==> src/rtl/pe_pkg.sv <==
// Shared PE definitions: conv-mode/precision encodings, sequencer state and
// the group-end spacing rule that keeps accumulator output windows apart.
package pe_pkg;

    localparam int DATA_W = 128;

    typedef enum logic [1:0] {
        MODE_FC   = 2'b00,
        MODE_CONV = 2'b01,
        MODE_DW   = 2'b10,
        MODE_RGB  = 2'b11
    } conv_mode_e;

    typedef enum logic [1:0] {
        PRECI_8X4   = 2'b00,
        PRECI_8X8   = 2'b01,
        PRECI_16X8  = 2'b10,
        PRECI_16X16 = 2'b11
    } preci_e;

    typedef enum logic [1:0] {
        S_IDLE  = 2'b00,
        S_RUN   = 2'b01,
        S_FLUSH = 2'b10,
        S_DONE  = 2'b11
    } seq_state_e;

    // Minimum cycles between two group-end beats; 8-bit DW drains slowest.
    function automatic logic [2:0] end_gap(conv_mode_e m, preci_e p);
        case (m)
            MODE_DW: return (p == PRECI_8X4 || p == PRECI_8X8) ? 3'd4 : 3'd2;
            MODE_FC: return 3'd2;
            default: return 3'd0;
        endcase
    endfunction

endpackage

==> src/rtl/pe_accu_seq_dpipe.sv <==
// Fixed-depth valid+data delay line; lets accumulator data trail its
// control pins by the accumulator's ctrl-vs-data pipe difference.
module pe_accu_seq_dpipe #(
    parameter int STAGES = 2,
    parameter int W      = 128
) (
    input  logic         clk,
    input  logic         rst,
    input  logic         in_valid,
    input  logic [W-1:0] in_data,
    output logic         out_valid,
    output logic [W-1:0] out_data
);

    logic [STAGES:1]         vld_pipe;
    logic [STAGES:1][W-1:0]  dat_pipe;

    always_ff @(posedge clk) begin
        if (rst) begin
            vld_pipe <= '0;
            dat_pipe <= '0;
        end else begin
            vld_pipe[1] <= in_valid;
            dat_pipe[1] <= in_data;
            for (int i = 2; i <= STAGES; i++) begin
                vld_pipe[i] <= vld_pipe[i-1];
                dat_pipe[i] <= dat_pipe[i-1];
            end
        end
    end

    assign out_valid = vld_pipe[STAGES];
    assign out_data  = dat_pipe[STAGES];

endmodule

==> src/rtl/pe_accu_seq.sv <==
// Accumulator sequencer: pulls MAC beats, emits first/accu/last ctrl one cycle
// after acceptance and the beat itself CTRL_LEAD cycles later, plus fc readout.
module pe_accu_seq
    import pe_pkg::*;
#(
    parameter int CTRL_LEAD = 2,
    parameter int CNT_W     = 16,
    parameter int READ_GAP  = 3
) (
    input  logic              clk,
    input  logic              rst,
    input  logic              cfg_start,
    input  logic [1:0]        cfg_conv_mode,
    input  logic [1:0]        cfg_preci,
    input  logic              cfg_is_fp,
    input  logic [CNT_W-1:0]  cfg_k_len,
    input  logic [CNT_W-1:0]  cfg_grp_num,
    output logic              busy,
    output logic              done,
    input  logic              src_valid,
    input  logic [DATA_W-1:0] src_data,
    output logic              src_ready,
    output logic [DATA_W-1:0] accu_in_data,
    output logic              accu_in_valid,
    output logic [1:0]        mac_cfg_conv_mode,
    output logic [1:0]        mac_cfg_preci,
    output logic              mac_cfg_is_fp,
    output logic              mac_cfg_is_sparse,
    output logic              mac_ctrl_first_ori,
    output logic              mac_ctrl_accu_ori,
    output logic              mac_ctrl_last_ori,
    output logic              mac_ctrl_read
);

    localparam int FLUSH_LEN = CTRL_LEAD + 7;
    localparam int FL_W      = $clog2(FLUSH_LEN + 1);
    localparam int RD_LEN    = CTRL_LEAD + READ_GAP + 1;

    seq_state_e         state, state_nxt;
    conv_mode_e         mode_q;
    preci_e             preci_q;
    logic               is_fp_q;
    logic [CNT_W-1:0]   k_m1_q, grp_m1_q, k_cnt, grp_cnt;
    logic [2:0]         gap_cnt;
    logic [FL_W-1:0]    fl_cnt;
    logic [RD_LEN-1:0]  rd_sr;
    logic               s0_vld;
    logic [DATA_W-1:0]  s0_data;
    logic               grouped, grp_end, job_last, accept;

    // conv/RGB ignore grouping: grp_cnt then counts raw beats
    assign grouped  = (mode_q == MODE_FC) || (mode_q == MODE_DW);
    assign grp_end  = grouped && (k_cnt == k_m1_q);
    assign job_last = (grp_cnt == grp_m1_q) && (grp_end || !grouped);
    assign src_ready = (state == S_RUN) && !(grp_end && gap_cnt != 3'd0);
    assign accept    = src_valid && src_ready;

    always_comb begin
        state_nxt = state;
        case (state)
            S_IDLE:  if (cfg_start) state_nxt = (cfg_grp_num == '0) ? S_DONE : S_RUN;
            S_RUN:   if (accept && job_last) state_nxt = S_FLUSH;
            S_FLUSH: if (fl_cnt == '0) state_nxt = S_DONE;
            S_DONE:  state_nxt = S_IDLE;
            default: state_nxt = S_IDLE;
        endcase
    end

    always_ff @(posedge clk) begin
        if (rst) begin
            state    <= S_IDLE;
            mode_q   <= MODE_FC;
            preci_q  <= PRECI_8X4;
            is_fp_q  <= 1'b0;
            k_m1_q   <= '0;
            grp_m1_q <= '0;
            k_cnt    <= '0;
            grp_cnt  <= '0;
            gap_cnt  <= '0;
            fl_cnt   <= '0;
        end else begin
            state <= state_nxt;
            if (state == S_IDLE && cfg_start) begin
                mode_q   <= conv_mode_e'(cfg_conv_mode);
                preci_q  <= preci_e'(cfg_preci);
                is_fp_q  <= cfg_is_fp;
                k_m1_q   <= (cfg_k_len == '0) ? '0 : cfg_k_len - CNT_W'(1);
                grp_m1_q <= cfg_grp_num - CNT_W'(1);
                k_cnt    <= '0;
                grp_cnt  <= '0;
            end else if (accept) begin
                if (!grouped || grp_end) begin
                    k_cnt   <= '0;
                    grp_cnt <= grp_cnt + CNT_W'(1);
                end else begin
                    k_cnt <= k_cnt + CNT_W'(1);
                end
            end
            if (accept && grp_end)       gap_cnt <= end_gap(mode_q, preci_q) - 3'd1;
            else if (gap_cnt != 3'd0)    gap_cnt <= gap_cnt - 3'd1;
            if (accept && job_last)      fl_cnt <= FL_W'(FLUSH_LEN - 1);
            else if (state == S_FLUSH && fl_cnt != '0) fl_cnt <= fl_cnt - FL_W'(1);
        end
    end

    always_ff @(posedge clk) begin
        if (rst) begin
            mac_ctrl_first_ori <= 1'b0;
            mac_ctrl_accu_ori  <= 1'b0;
            mac_ctrl_last_ori  <= 1'b0;
            s0_vld             <= 1'b0;
            s0_data            <= '0;
            rd_sr              <= '0;
        end else begin
            mac_ctrl_first_ori <= accept && grouped && (k_cnt == '0);
            mac_ctrl_accu_ori  <= accept && grouped && (k_cnt != '0);
            mac_ctrl_last_ori  <= accept && grp_end;
            s0_vld             <= accept;
            if (accept) s0_data <= src_data;
            rd_sr <= {rd_sr[RD_LEN-2:0], accept && grp_end && (mode_q == MODE_FC)};
        end
    end

    pe_accu_seq_dpipe #(.STAGES(CTRL_LEAD), .W(DATA_W)) u_dpipe (
        .clk       (clk),
        .rst       (rst),
        .in_valid  (s0_vld),
        .in_data   (s0_data),
        .out_valid (accu_in_valid),
        .out_data  (accu_in_data)
    );

    assign busy              = (state != S_IDLE);
    assign done              = (state == S_DONE);
    assign mac_ctrl_read     = rd_sr[RD_LEN-1];
    assign mac_cfg_conv_mode = mode_q;
    assign mac_cfg_preci     = preci_q;
    assign mac_cfg_is_fp     = is_fp_q;
    assign mac_cfg_is_sparse = 1'b0;

endmodule

==> config.mk <==
export PLATFORM = sky130hd
export DESIGN_NAME = pe_accu_seq
export DESIGN_NICKNAME = d
export VERILOG_FILES = /design/src/rtl/pe_pkg.sv /design/src/rtl/pe_accu_seq_dpipe.sv /design/src/rtl/pe_accu_seq.sv
export SDC_FILE = /design/constraint.sdc
export NUM_CORES = 1
export LEC_CHECK = 0
export ABC_AREA = 1
export ABC_CLOCK_PERIOD_IN_PS = 2700
export CAP_MARGIN = 20
export CELL_PAD_IN_SITES_DETAIL_PLACEMENT = 0
export CELL_PAD_IN_SITES_GLOBAL_PLACEMENT = 1
export CORE_MARGIN = 4
export CORE_UTILIZATION = 39
export DETAILED_ROUTE_END_ITERATION = 16
export PLACE_DENSITY_LB_ADDON = 0.1
export SYNTH_ARGS = -nofsm -noshare
export SYNTH_HDL_FRONTEND = slang
export SYNTH_SLANG_ARGS = --single-unit
==> constraint.sdc <==
create_clock -name clk -period 2.7 [get_ports clk]
set_clock_uncertainty 0.1 [all_clocks]
set_input_delay 0.405 -clock clk [delete_from_list [all_inputs] [get_ports clk]]
set_output_delay 0.405 -clock clk [all_outputs]
set_load 0.02 [all_outputs]
==> results by stage <==
Place:
- The count of buffers from port buffering is 309.
- The final weighted congestion in routability-driven placement is 0.805.
- The post-placement cell area is 19700 µm².
- Summed over all nets, the half-perimeter wirelength after detailed placement is 27100 µm.
- The cell count after placement is 2649.

Layout:
- The ratio of cells with drive above 1 in the final layout is 0.0679.
- After routing the design area is 21400 µm².
- The area growth from synthesis to final layout is 25.3%.
- After filler insertion, the fill cell instance count of the layout stands at 4159.
- The final cell count without fillers is 2739.
- Summing all flip-flop and latch instances after layout gives 9500 µm².
- The footprint of the multi-input gates is 4820 µm².
- The most common library cell in the layout ignoring fill and taps is sky130_fd_sc_hd__dfxtp_1.
- In the layout the commonest cells are sky130_fd_sc_hd__dfxtp_1, sky130_fd_sc_hd__inv_1, sky130_fd_sc_hd__nor2_1.
- The net count of the finished layout is 2297.

Routing:
- For this run, design rule violations remaining after detail routing come to 0.
- The first-pass iteration count of the detailed router is 5.
- Detailed routing inserted a total of 11900 vias.
- In the routed layout, each cell is associated on average with a via count of 4.34.
- The initial DRC count is 568.
- After detailed routing, the average wire length per cell comes to 14.3 µm.
- The total wirelength of the detailed-routed design is 39200 µm.
- The number of nets with antenna violations after detailed routing is 0.

Worst hold path:
- In this run the most critical hold path is launched from rst.
- The type of the worst min-delay path is input pin to register.

STA:
- The final count of hold timing violations is 0.
- The slew of the pin with the lowest slew margin is 0.667 ns.
- Setup repair after global routing left no endpoint under its margin.
- Measured against its own limit, the worst slew margin works out to 0.555.
- In the finished design, the share of the clock period the worst path needs comes to 0.920.
- Setup violations remaining at the end of the flow were counted as 0.
- The count of final max-slew check failures is 0.
- The sum of negative setup slack is 0 ns.
- The worst path needs 2.49 ns of the cycle, external delays included.
- Based on the critical path, the design can be clocked at up to 402 MHz.

Worst setup path:
- The type of the worst setup path is register to primary output.
- Data on the critical path is required at its endpoint by 2.19 ns.
- The cell class contributing the biggest share of worst-path delay is simple AND/OR/NAND/NOR gates.
- The type of element capturing the critical path is a primary output.
- The endpoint of the most critical setup path is src_ready.
- Of all nets on the critical path, the largest fanout is 4.
- Traced cell by cell, the critical path runs through inv_2, nand2_1, nand2_1, nor2_1, nand2_1, nor2_2, nand2_2, nor2_4, a21oi_1, buf_2.
- Together, buffers and inverters on the worst path number 2.
- Measured in cells, the most critical reg-to-reg path has a length of 13.
- The highest-delay cell along the critical path is sky130_fd_sc_hd__dfxtp_1.
- The setup slack of the most critical reg-to-reg path is 0.25 ns.
- The critical path crosses 10 cells after its start point.
- The worst setup path startpoint is k_cnt[15].
- The largest stage delay on the critical path is 0.40 ns.
- The most numerous cell type found on the critical path is sky130_fd_sc_hd__nand2_1.
- The startpoint identified for the worst register-to-register timing path is k_cnt[15].
- Data on the critical path arrives at its endpoint at 1.98 ns.
- The worst register-to-register path ends at k_cnt[6].
- STA classifies the critical path startpoint as a register.

Job:
- The tool flagged a number of max-cap violations equal to 0.

Floorplan:
- The horizontal die dimension is 217 µm.
- The starting density of the core is 0.395.
- The area of the core region is 43200 µm².
- The area enclosed by the die boundary is 47200 µm².
- The die height is 217 µm.
- In this run the count of I/O pins placed on the die edge is 311.
- The row count is 76.

Power:
- In this run the power density over the cells is 873 nW/µm².
- The reported leakage power is 0.00845 µW.
- VDD sags by at most 0.453 mV.

Global route:
- The first global-routing pass estimated 61500 µm of wire.
- The number of antenna violations at the first check in global routing is 3.
- The largest net degree at the start of global routing is 96.
- The number of global-route vias before repair is 11500.
- Summed over all layers, the global routing overflow is 0.
- For this run, the total global-route usage over all layers was measured as 0.161.

Yosys:
- The synthesized design contains 474 register bits.
- The distinct cell type count after synthesis is 41.
- The share of synthesized area in the top cell type comes to 0.556.
- For this run, the register share of the synthesized area comes to 0.556.
- After synthesis the cells add up to 17100 µm².
- The main flop type after synthesis is sky130_fd_sc_hd__dfxtp_1.
- After synthesis, the cell types taking the most area are sky130_fd_sc_hd__dfxtp_1, sky130_fd_sc_hd__inv_1, sky130_fd_sc_hd__nor2_1, sky130_fd_sc_hd__o22a_1, sky130_fd_sc_hd__buf_4.
- For this run, the number of Yosys warnings is 0.
- Synthesis handed over a netlist of 1941 instances.
- Counting flops with a built-in enable in the synthesized netlist gives 0.
- The async set or reset register ratio after synthesis is 0.
- The number of nets in the synthesized netlist is 2122.
- A synthesized cell averages 8.79 µm².
- The biggest area consumer among synthesized cells is sky130_fd_sc_hd__dfxtp_1.

CTS:
- The largest buffer count on any clock path is 3.
- The clock slew at the register clock pins of the worst setup and hold paths is 0.06 ns.
- The total number of H-tree levels is 2.
- Clock tree synthesis inserted a total of 49 buffers.
- The clock tree root buffer cell is sky130_fd_sc_hd__clkbuf_16.
- The count of clock tree sinks is 474.
- TritonCTS built the clock tree.
- The clock insertion delay at the later pin of the skew report is 0.57 ns.

Outcome:
- The run finished with clean final reports.
-- synth_stat cells, drive strengths merged (5+ instances only) --
master  instances
xnor2          10
nand4          15
buf           164
a21oi          42
clkbuf         39
o22ai          18
nor3b           5
nand2         164
o21ai          29
xor2           35
nor3           22
o22a          128
inv           367
nor2          348
dfxtp         474
nor4           12
nand3          38
ha             12
-- power by group --
group	switching [µW]	total (µW)	internal, µW
registers	343	8450	8100
clock network	2680	6790	4120
logic	1960	3430	1470
-- worst min-delay path by stage --
stage | endpoint | slack [ns] | cells past startpoint
6_report | fl_cnt[3] | 0.09 | 2
5_1_grt | fl_cnt[3] | 0.08 | 2
4_1_cts | fl_cnt[3] | 0.06 | 2
3_5_place_dp | u_dpipe.out_data[14] | 0.29 | 2
3_3_place_gp | u_dpipe.out_data[107] | 0.29 | 2
2_1_floorplan | rd_sr[1] | 0.29 | 2
-- logic make-up after synthesis --
kind of cell               Yosys count  synth area share
AOI/OAI and AO/OA                  231             0.101
xor gates and xnor gates            45            0.0231
adders and majority gates           12           0.00880
buffers and inverters              570             0.163
DFF                                474             0.556
other                                1          0.000220
and+or+nand+nor                    608             0.147
-- flip-flops by register name, indices dropped and copies added (netlist names) --
register            count
fl_cnt                  4
mac_ctrl_first_ori      1
u_dpipe.dat_pipe      128
grp_cnt                16
state                   2
u_dpipe.out_data      128
mac_ctrl_accu_ori       1
u_dpipe.vld_pipe        2
rd_sr                   6
k_m1_q                 16
mac_cfg_conv_mode       2
mac_cfg_is_fp           1
grp_m1_q               16
s0_data               128
s0_vld                  1
gap_cnt                 3
k_cnt                  16
mac_ctrl_last_ori       1
mac_cfg_preci           2
-- per-stage QoR --
stage,setup WS (ns),total power [µW],hold slack (ns),utilization
3_5_place_dp,0.135,12100,0.292,0.457
6_report,0.215,18700,0.0930,0.495
2_1_floorplan,0.708,11000,0.288,-
4_1_cts,0.0114,19000,0.0636,0.495
5_1_grt,0.0136,19700,0.0793,0.495
3_3_place_gp,0.162,12000,0.289,0.457
-- per-layer routing --
layer | vias up | global-route usage | share of wire
met5 | - | 0 | 0
met4 | 0 | 0.0466 | 0.021
met3 | 54 | 0.0336 | 0.040
met2 | 218 | 0.276 | 0.48
met1 | 5402 | 0.207 | 0.45
li1 | 6214 | - | -
-- repair_timing --
| item | 4_1_cts | 5_1_grt |
|---|---|---|
| gates resized for setup | 11 | 8 |
| hold buffers | 0 | 0 |
| endpoints found under the hold margin | 0 | 0 |
| setup endpoints to repair | 1 | 1 |
| buffers inserted | 0 | 1 |
| pin swaps | 0 | 1 |
-- layout make-up --
| cell class | instances | share of cell area |
|---|---|---|
| clock inverter | 14 | 0.00977 |
| inverter | 367 | 0.0644 |
| clock buffer | 72 | 0.0666 |
| antenna | 3 | 0.000351 |
| sequential | 474 | 0.444 |
| multi-input combinational | 897 | 0.225 |
| timing repair buffer | 327 | 0.155 |
| tap | 585 | 0.0342 |
(Power assumes the default switching activity.)
